$ cat src/rtl/key_hold_decoder.sv
// ---------------------------------------------------------------------------
// key_hold_decoder
//
// Purpose:
//   Turns a stream of UART bytes into held-key levels for a two-player game.
//   Each press byte keeps its key held for HOLD_CYCLES clocks. A repeat press
//   (keyboard auto-repeat) restarts that window. An uppercase release byte or
//   ESC drops the key at once. Opposing directions of one player cancel each
//   other, and the last press wins. Bytes that are not recognised are counted
//   in a saturating counter.
//
// Ports:
//   clk            system clock, rising edge
//   rstn           asynchronous active-low reset
//   rx_data[7:0]   received byte, qualified by rx_valid
//   rx_valid       one-cycle strobe for a new byte
//   p1_* / p2_*    registered held-key levels (up, down, left, right, fire)
//   p1_fire_pulse  one-cycle strobe on a fresh player-1 fire press
//   p2_fire_pulse  one-cycle strobe on a fresh player-2 fire press
//   any_key        registered OR of all ten levels
//   unknown_cnt    saturating count of unrecognised bytes
// ---------------------------------------------------------------------------
module key_hold_decoder #(
  parameter int unsigned HOLD_CYCLES = 10_000_000,
  parameter int unsigned CNT_W       = 24
) (
  input  logic       clk,
  input  logic       rstn,
  input  logic [7:0] rx_data,
  input  logic       rx_valid,
  output logic       p1_up,
  output logic       p1_down,
  output logic       p1_left,
  output logic       p1_right,
  output logic       p1_fire,
  output logic       p2_up,
  output logic       p2_down,
  output logic       p2_left,
  output logic       p2_right,
  output logic       p2_fire,
  output logic       p1_fire_pulse,
  output logic       p2_fire_pulse,
  output logic       any_key,
  output logic [7:0] unknown_cnt
);

  localparam int NKEYS = 10;

  localparam int P1_UP    = 0;
  localparam int P1_DOWN  = 1;
  localparam int P1_LEFT  = 2;
  localparam int P1_RIGHT = 3;
  localparam int P1_FIRE  = 4;
  localparam int P2_UP    = 5;
  localparam int P2_DOWN  = 6;
  localparam int P2_LEFT  = 7;
  localparam int P2_RIGHT = 8;
  localparam int P2_FIRE  = 9;

  localparam logic [CNT_W-1:0] HOLD_VAL = CNT_W'(HOLD_CYCLES);
  localparam logic [CNT_W-1:0] CNT_ONE  = CNT_W'(1);

  logic [NKEYS-1:0] press;
  logic [NKEYS-1:0] rel;
  logic [NKEYS-1:0] clear;
  logic             unknown;

  logic [CNT_W-1:0] cnt_q [NKEYS];
  logic [CNT_W-1:0] cnt_d [NKEYS];
  logic [NKEYS-1:0] level_q;
  logic [NKEYS-1:0] level_d;
  logic [1:0]       pulse_q;
  logic [1:0]       pulse_d;
  logic             any_q;
  logic [7:0]       unk_q;

  // Byte decode. ESC sets every release bit. Any byte that is neither a
  // press nor a release counts as unknown.
  always_comb begin
    press   = '0;
    rel     = '0;
    unknown = 1'b0;
    if (rx_valid) begin
      case (rx_data)
        8'h77: press[P1_UP]    = 1'b1;
        8'h73: press[P1_DOWN]  = 1'b1;
        8'h61: press[P1_LEFT]  = 1'b1;
        8'h64: press[P1_RIGHT] = 1'b1;
        8'h20: press[P1_FIRE]  = 1'b1;
        8'h69: press[P2_UP]    = 1'b1;
        8'h6B: press[P2_DOWN]  = 1'b1;
        8'h6A: press[P2_LEFT]  = 1'b1;
        8'h6C: press[P2_RIGHT] = 1'b1;
        8'h6F: press[P2_FIRE]  = 1'b1;
        8'h57: rel[P1_UP]      = 1'b1;
        8'h53: rel[P1_DOWN]    = 1'b1;
        8'h41: rel[P1_LEFT]    = 1'b1;
        8'h44: rel[P1_RIGHT]   = 1'b1;
        8'h5F: rel[P1_FIRE]    = 1'b1;
        8'h49: rel[P2_UP]      = 1'b1;
        8'h4B: rel[P2_DOWN]    = 1'b1;
        8'h4A: rel[P2_LEFT]    = 1'b1;
        8'h4C: rel[P2_RIGHT]   = 1'b1;
        8'h4F: rel[P2_FIRE]    = 1'b1;
        8'h1B: rel             = '1;
        default: unknown       = 1'b1;
      endcase
    end
  end

  // A press of one direction clears the opposing direction of the same
  // player in the same cycle, so that the last press wins.
  always_comb begin
    clear           = rel;
    clear[P1_UP]    = rel[P1_UP]    | press[P1_DOWN];
    clear[P1_DOWN]  = rel[P1_DOWN]  | press[P1_UP];
    clear[P1_LEFT]  = rel[P1_LEFT]  | press[P1_RIGHT];
    clear[P1_RIGHT] = rel[P1_RIGHT] | press[P1_LEFT];
    clear[P2_UP]    = rel[P2_UP]    | press[P2_DOWN];
    clear[P2_DOWN]  = rel[P2_DOWN]  | press[P2_UP];
    clear[P2_LEFT]  = rel[P2_LEFT]  | press[P2_RIGHT];
    clear[P2_RIGHT] = rel[P2_RIGHT] | press[P2_LEFT];
  end

  // Next value of each counter. A press has priority over the decrement, so
  // a press that arrives on the cycle the hold would run out reloads it.
  // The registered levels and any_key come from the next counter values.
  // Each level therefore matches its counter in every cycle.
  always_comb begin
    for (int i = 0; i < NKEYS; i++) begin
      cnt_d[i] = cnt_q[i];
      if (press[i]) begin
        cnt_d[i] = HOLD_VAL;
      end else if (clear[i]) begin
        cnt_d[i] = '0;
      end else if (cnt_q[i] != '0) begin
        cnt_d[i] = cnt_q[i] - CNT_ONE;
      end
      level_d[i] = (cnt_d[i] != '0);
    end
    pulse_d[0] = press[P1_FIRE] & ~level_q[P1_FIRE];
    pulse_d[1] = press[P2_FIRE] & ~level_q[P2_FIRE];
  end

  // State registers. Reset clears everything, including any hold in
  // progress.
  always_ff @(posedge clk or negedge rstn) begin
    if (!rstn) begin
      for (int i = 0; i < NKEYS; i++) begin
        cnt_q[i] <= '0;
      end
      level_q <= '0;
      pulse_q <= '0;
      any_q   <= 1'b0;
      unk_q   <= '0;
    end else begin
      for (int i = 0; i < NKEYS; i++) begin
        cnt_q[i] <= cnt_d[i];
      end
      level_q <= level_d;
      pulse_q <= pulse_d;
      any_q   <= |level_d;
      if (unknown && (unk_q != 8'hFF)) begin
        unk_q <= unk_q + 8'd1;
      end
    end
  end

  assign p1_up         = level_q[P1_UP];
  assign p1_down       = level_q[P1_DOWN];
  assign p1_left       = level_q[P1_LEFT];
  assign p1_right      = level_q[P1_RIGHT];
  assign p1_fire       = level_q[P1_FIRE];
  assign p2_up         = level_q[P2_UP];
  assign p2_down       = level_q[P2_DOWN];
  assign p2_left       = level_q[P2_LEFT];
  assign p2_right      = level_q[P2_RIGHT];
  assign p2_fire       = level_q[P2_FIRE];
  assign p1_fire_pulse = pulse_q[0];
  assign p2_fire_pulse = pulse_q[1];
  assign any_key       = any_q;
  assign unknown_cnt   = unk_q;

endmodule

$ cat config.mk
export PLATFORM = sky130hd
export DESIGN_NAME = key_hold_decoder
export DESIGN_NICKNAME = d
export VERILOG_FILES = /design/src/rtl/key_hold_decoder.sv
export SDC_FILE = /design/constraint.sdc
export NUM_CORES = 1
export LEC_CHECK = 0
export CORE_MARGIN = 2
export CORE_UTILIZATION = 46
export CTS_BUF_LIST = sky130_fd_sc_hd__clkbuf_4
export DETAILED_ROUTE_END_ITERATION = 10
export PLACE_DENSITY = 0.66
export REMOVE_ABC_BUFFERS = 1
export SLEW_MARGIN = 20
export SYNTH_ARGS = -nofsm -noshare
export SYNTH_HDL_FRONTEND = slang
export SYNTH_SLANG_ARGS = --single-unit
$ cat constraint.sdc
create_clock -name clk -period 3.4 [get_ports clk]
set_clock_uncertainty 0.1 [all_clocks]
set_input_delay 0.34 -clock clk [delete_from_list [all_inputs] [get_ports clk]]
set_output_delay 0.34 -clock clk [all_outputs]
set_load 0.03 [all_outputs]
==> metrics.md, run 1 <==
| Metric | Value |
|---|---|
| Outcome | `complete, no violations` |
| Initial core utilization | `46.6%` |
| Antenna violations before repair | `3` |
| Final Hold Fails | `0` |
| Clock Sinks | `roughly 260` |
| Asr flop ratio synth | `100%` |
| Hold/Removal Path Class | `input port to asynchronous set/reset pin` |
| Post-DRT Antenna Nets | `0` |
| Clock latency on the worst-skew pair | `0.73 ns` |
| Dominant cell type by area after synthesis | `dfrtp_1` |
| Leakage | `8.47 nW` |
| Power Dens Cells | `approximately 610 mW/mm2` |
| Syn Inst Count | `1802` |
| Arrival time at the worst endpoint | `3.88 ns` |
| Top cell type's share of synthesized area | `40.6%` |
| Worst rel slew slack | `30.5%` |
| # DRC | `0` |
| Largest net degree at the start of global routing | `86` |
| CP endpoint kind | `flip-flop` |
| Fin. max-slew vios | `0` |
| F_max | `0.296 GHz` |
| Distinct cells, synth | `a little under 100` |
| Die width | `191 um` |
| Peak VDD IR | `375 uV` |
| Final period utilization | `99.4%` |
| Post-DP HPWL | `32.6 mm` |
| Period minus WS final | `3.38 ns` |
| Max Fanout on Critical Path | `7` |
| Post-layout nets | `2233` |
| Synthesis-stage register bit count | `261` |
| Vias in the first global route | `~15000` |
| Yosys Warn Count | `0` |
| Syn Area/Cell | `8.93 um2` |
| DRT Pass-1 Iters | `7` |
| Slowest-stage cell, CP | `or4_1` |
| Std cell rows | `68` |
| DIE AREA | `0.0365 mm2` |
| Final wirelength | `45.1 mm` |
| Actual slew at the worst max-slew pin | `1.04 ns` |
| Vias per cell | `about 5.8` |
| RePlAce Congestion | `0.910` |
| CP peak stage delay | `around 0.5 ns` |
| CTS max path bufs | `3` |
| Root buf cell | `clkbuf_4` |
| Sequential area share after synthesis | `40.6%` |
| CTS Buf Count | `78` |
| GRT Overall Usage | `24.5%` |
| Starting DRT DRC Count | `952` |
| Final setup violation count | `0` |
| Unrepaired setup endpoints after global routing | `true` |
| CTS H-Tree Depth | `3` |
| Die height | `191 um` |
| WHS | `0.0968 ns` |
| Final std cells w/o fill | `~2700` |
| Crit path launch type | `flip-flop` |
| WL/cell | `about 17 um` |
| I/O Buffers | `31` |
| Worst-path cell chain | `nor4_4, buf_4, nand4_4, o21bai_4, nor2_2, mux2_4, or4_1, or4_1, or3b_4, nand4b_4` |
| Layout cell share with drive strength beyond 1 | `27.4%` |
| Dpl cells | `about 2500` |
| CTS tree | `done` |
| Post-synth EDFFs | `0` |
| IO Pins | `32` |
| Global-route wire length before repair | `73.4 mm` |
| Critical path required time | `around 4 ns` |
| Global route total overflow | `0` |
| Max Cap Viol | `0` |
| Clock slew at reported path FFs | `0.06 ns` |
| Kind of critical path | `flip-flop to flip-flop` |
| Area growth from synthesis to final layout | `30.8%` |
| Mapped Area | `0.0161 mm2` |
| Core Footprint | `roughly 0.035 mm2` |
| Crit path top cell by count | `or4_1` |
| Vias | `15600` |
| Top FF cell, synth | `dfrtp_1` |
| Area contributors post-synth | `dfrtp_1 41%, xnor2_1 6.0%, nor2_1 5.2%` |
==> cell type report <==
class	count	area, um2
timing repair buffer	395	3140
tap	455	569
multi-input combinational	1412	9620
clock inverter	25	175
fill	3028	13500
sequential	261	6530
clock buffer	108	811
antenna	3	7.51
inverter	53	199
==> repair_timing <==
action	CTS	global route
buffers inserted	9	22
hold buffers	1	0
pin swaps	8	40
setup endpoints to repair	1	4
hold endpoints to repair	96	0
gates resized for setup	15	99
==> cell usage in the layout (no fill, tap or decap), drive strengths merged, types with 10 or more instances in the layout <==
master	synthesis	routed
nor4b	20	20
nand3b	17	17
inv	53	54
clkdlybuf4s50	0	30
or3	47	47
nand2	115	115
clkbuf	60	108
a21oi	68	68
o41ai	10	10
nand2b	20	20
a211oi	22	22
xnor2	111	111
xor2	55	55
o211ai	14	14
nor2b	16	16
nand3	41	41
or4b	10	10
o21ai	102	102
and2	22	22
nor3	82	82
buf	16	364
nor4	106	106
a31oi	23	23
mux2i	18	18
dfrtp	261	261
o31ai	12	12
or2	13	13
ha	21	21
clkinv	0	21
nor2	223	223
nand4	38	38
or4	44	44
==> metrics by stage <==
stage	area [um2]	utilization, %	setup TNS, ns	worst slack [ns]	total power [mW]
after global routing	21100	60.9	-0.112	-0.112	13.9
after global placement	19200	55.7	-1.30	-0.446	9.35
after detailed placement	19200	55.7	-1.35	-0.481	9.49
after CTS	20400	59.0	0	0.00199	12.8
final	21100	60.9	0	0.0214	12.9
after floorplan	15800	-	-1.74	-0.656	7.56
==> layer usage <==
layer  share of wire (%)  track usage, %  vias to the layer above
li1                    -               -                     7499
met1                  44            31.6                     7560
met5                   0               0                        -
met2                  48            41.1                      441
met3                 5.0            4.31                      113
met4                 2.9            9.38                        0
==> where the power goes <==
part / switching (mW) / internal (mW)
clock network: 1.40 / 1.68
logic: 2.44 / 2.31
registers: 1.10 / 4.02
==> Yosys cell counts, drive strengths merged, types with 16 or more instances <==
master    n
inv      53
xnor2   111
nor4b    20
nor2    223
or4      44
nand4    38
and2     22
nor4    106
ha       21
a31oi    23
a211oi   22
buf      16
nor2b    16
nand2b   20
nor3     82
or3      47
nand3b   17
dfrtp   261
o21ai   102
mux2i    18
nand3    41
clkbuf   60
xor2     55
nand2   115
a21oi    68
==> registers in the layout, indices dropped and copies added (netlist names) <==
register and cells:
any_key 1, cnt_q 240, level_q 10, pulse_q 2
unknown_cnt 8
==> worst max-delay path, delay by kind of cell, from the launching register on <==
family	cells	cell delay [ns]
buf+inv	1	0.20
mux	1	0.30
flops	1	0.44
simple gates	7	2.04
compound gates	1	0.19
==> path summary, 6_finish.rpt <==
check	slack [ns]	startpoint	cells after the start	endpoint
max	0.02	cnt_q[74]	10	any_key
min	0.1	rstn	2	cnt_q[172]
max reg2reg	0.02	cnt_q[74]	10	any_key
min reg2reg	0.34	level_q[4]	1	pulse_q[0]
max in group asynchronous	2.17	rstn	4	cnt_q[225]
min in group clk	0.34	level_q[4]	1	pulse_q[0]
==> logic make-up (layout without fill, tap and decap cells) <==
logic type / after synthesis / in the layout / synth area share (%)
flip-flops: 261 / 261 / 40.6
AO/OA/AOI/OAI: 345 / 345 / 14.2
AND/OR/NAND/NOR: 857 / 857 / 29.9
other: 0 / 3 / 0
XOR/XNOR: 166 / 166 / 9.03
buffers and inverters: 129 / 581 / 3.21
multiplexers: 23 / 23 / 1.49
adder cells (fa/ha/maj): 21 / 21 / 1.63
No activity file was read; power rests on OpenSTA's default activity.
==> inputs of run 2 (changes only) <==
--- a/config.mk
+++ b/config.mk
@@ -8,6 +8,7 @@
 export CORE_MARGIN = 2
 export CORE_UTILIZATION = 46
 export CTS_BUF_LIST = sky130_fd_sc_hd__clkbuf_4
+export CTS_CLUSTER_DIAMETER = 80
 export DETAILED_ROUTE_END_ITERATION = 10
 export PLACE_DENSITY = 0.66
 export REMOVE_ABC_BUFFERS = 1
==> results of run 2 <==
No change in the layout: final DEF, timing and power equal those of run 1.
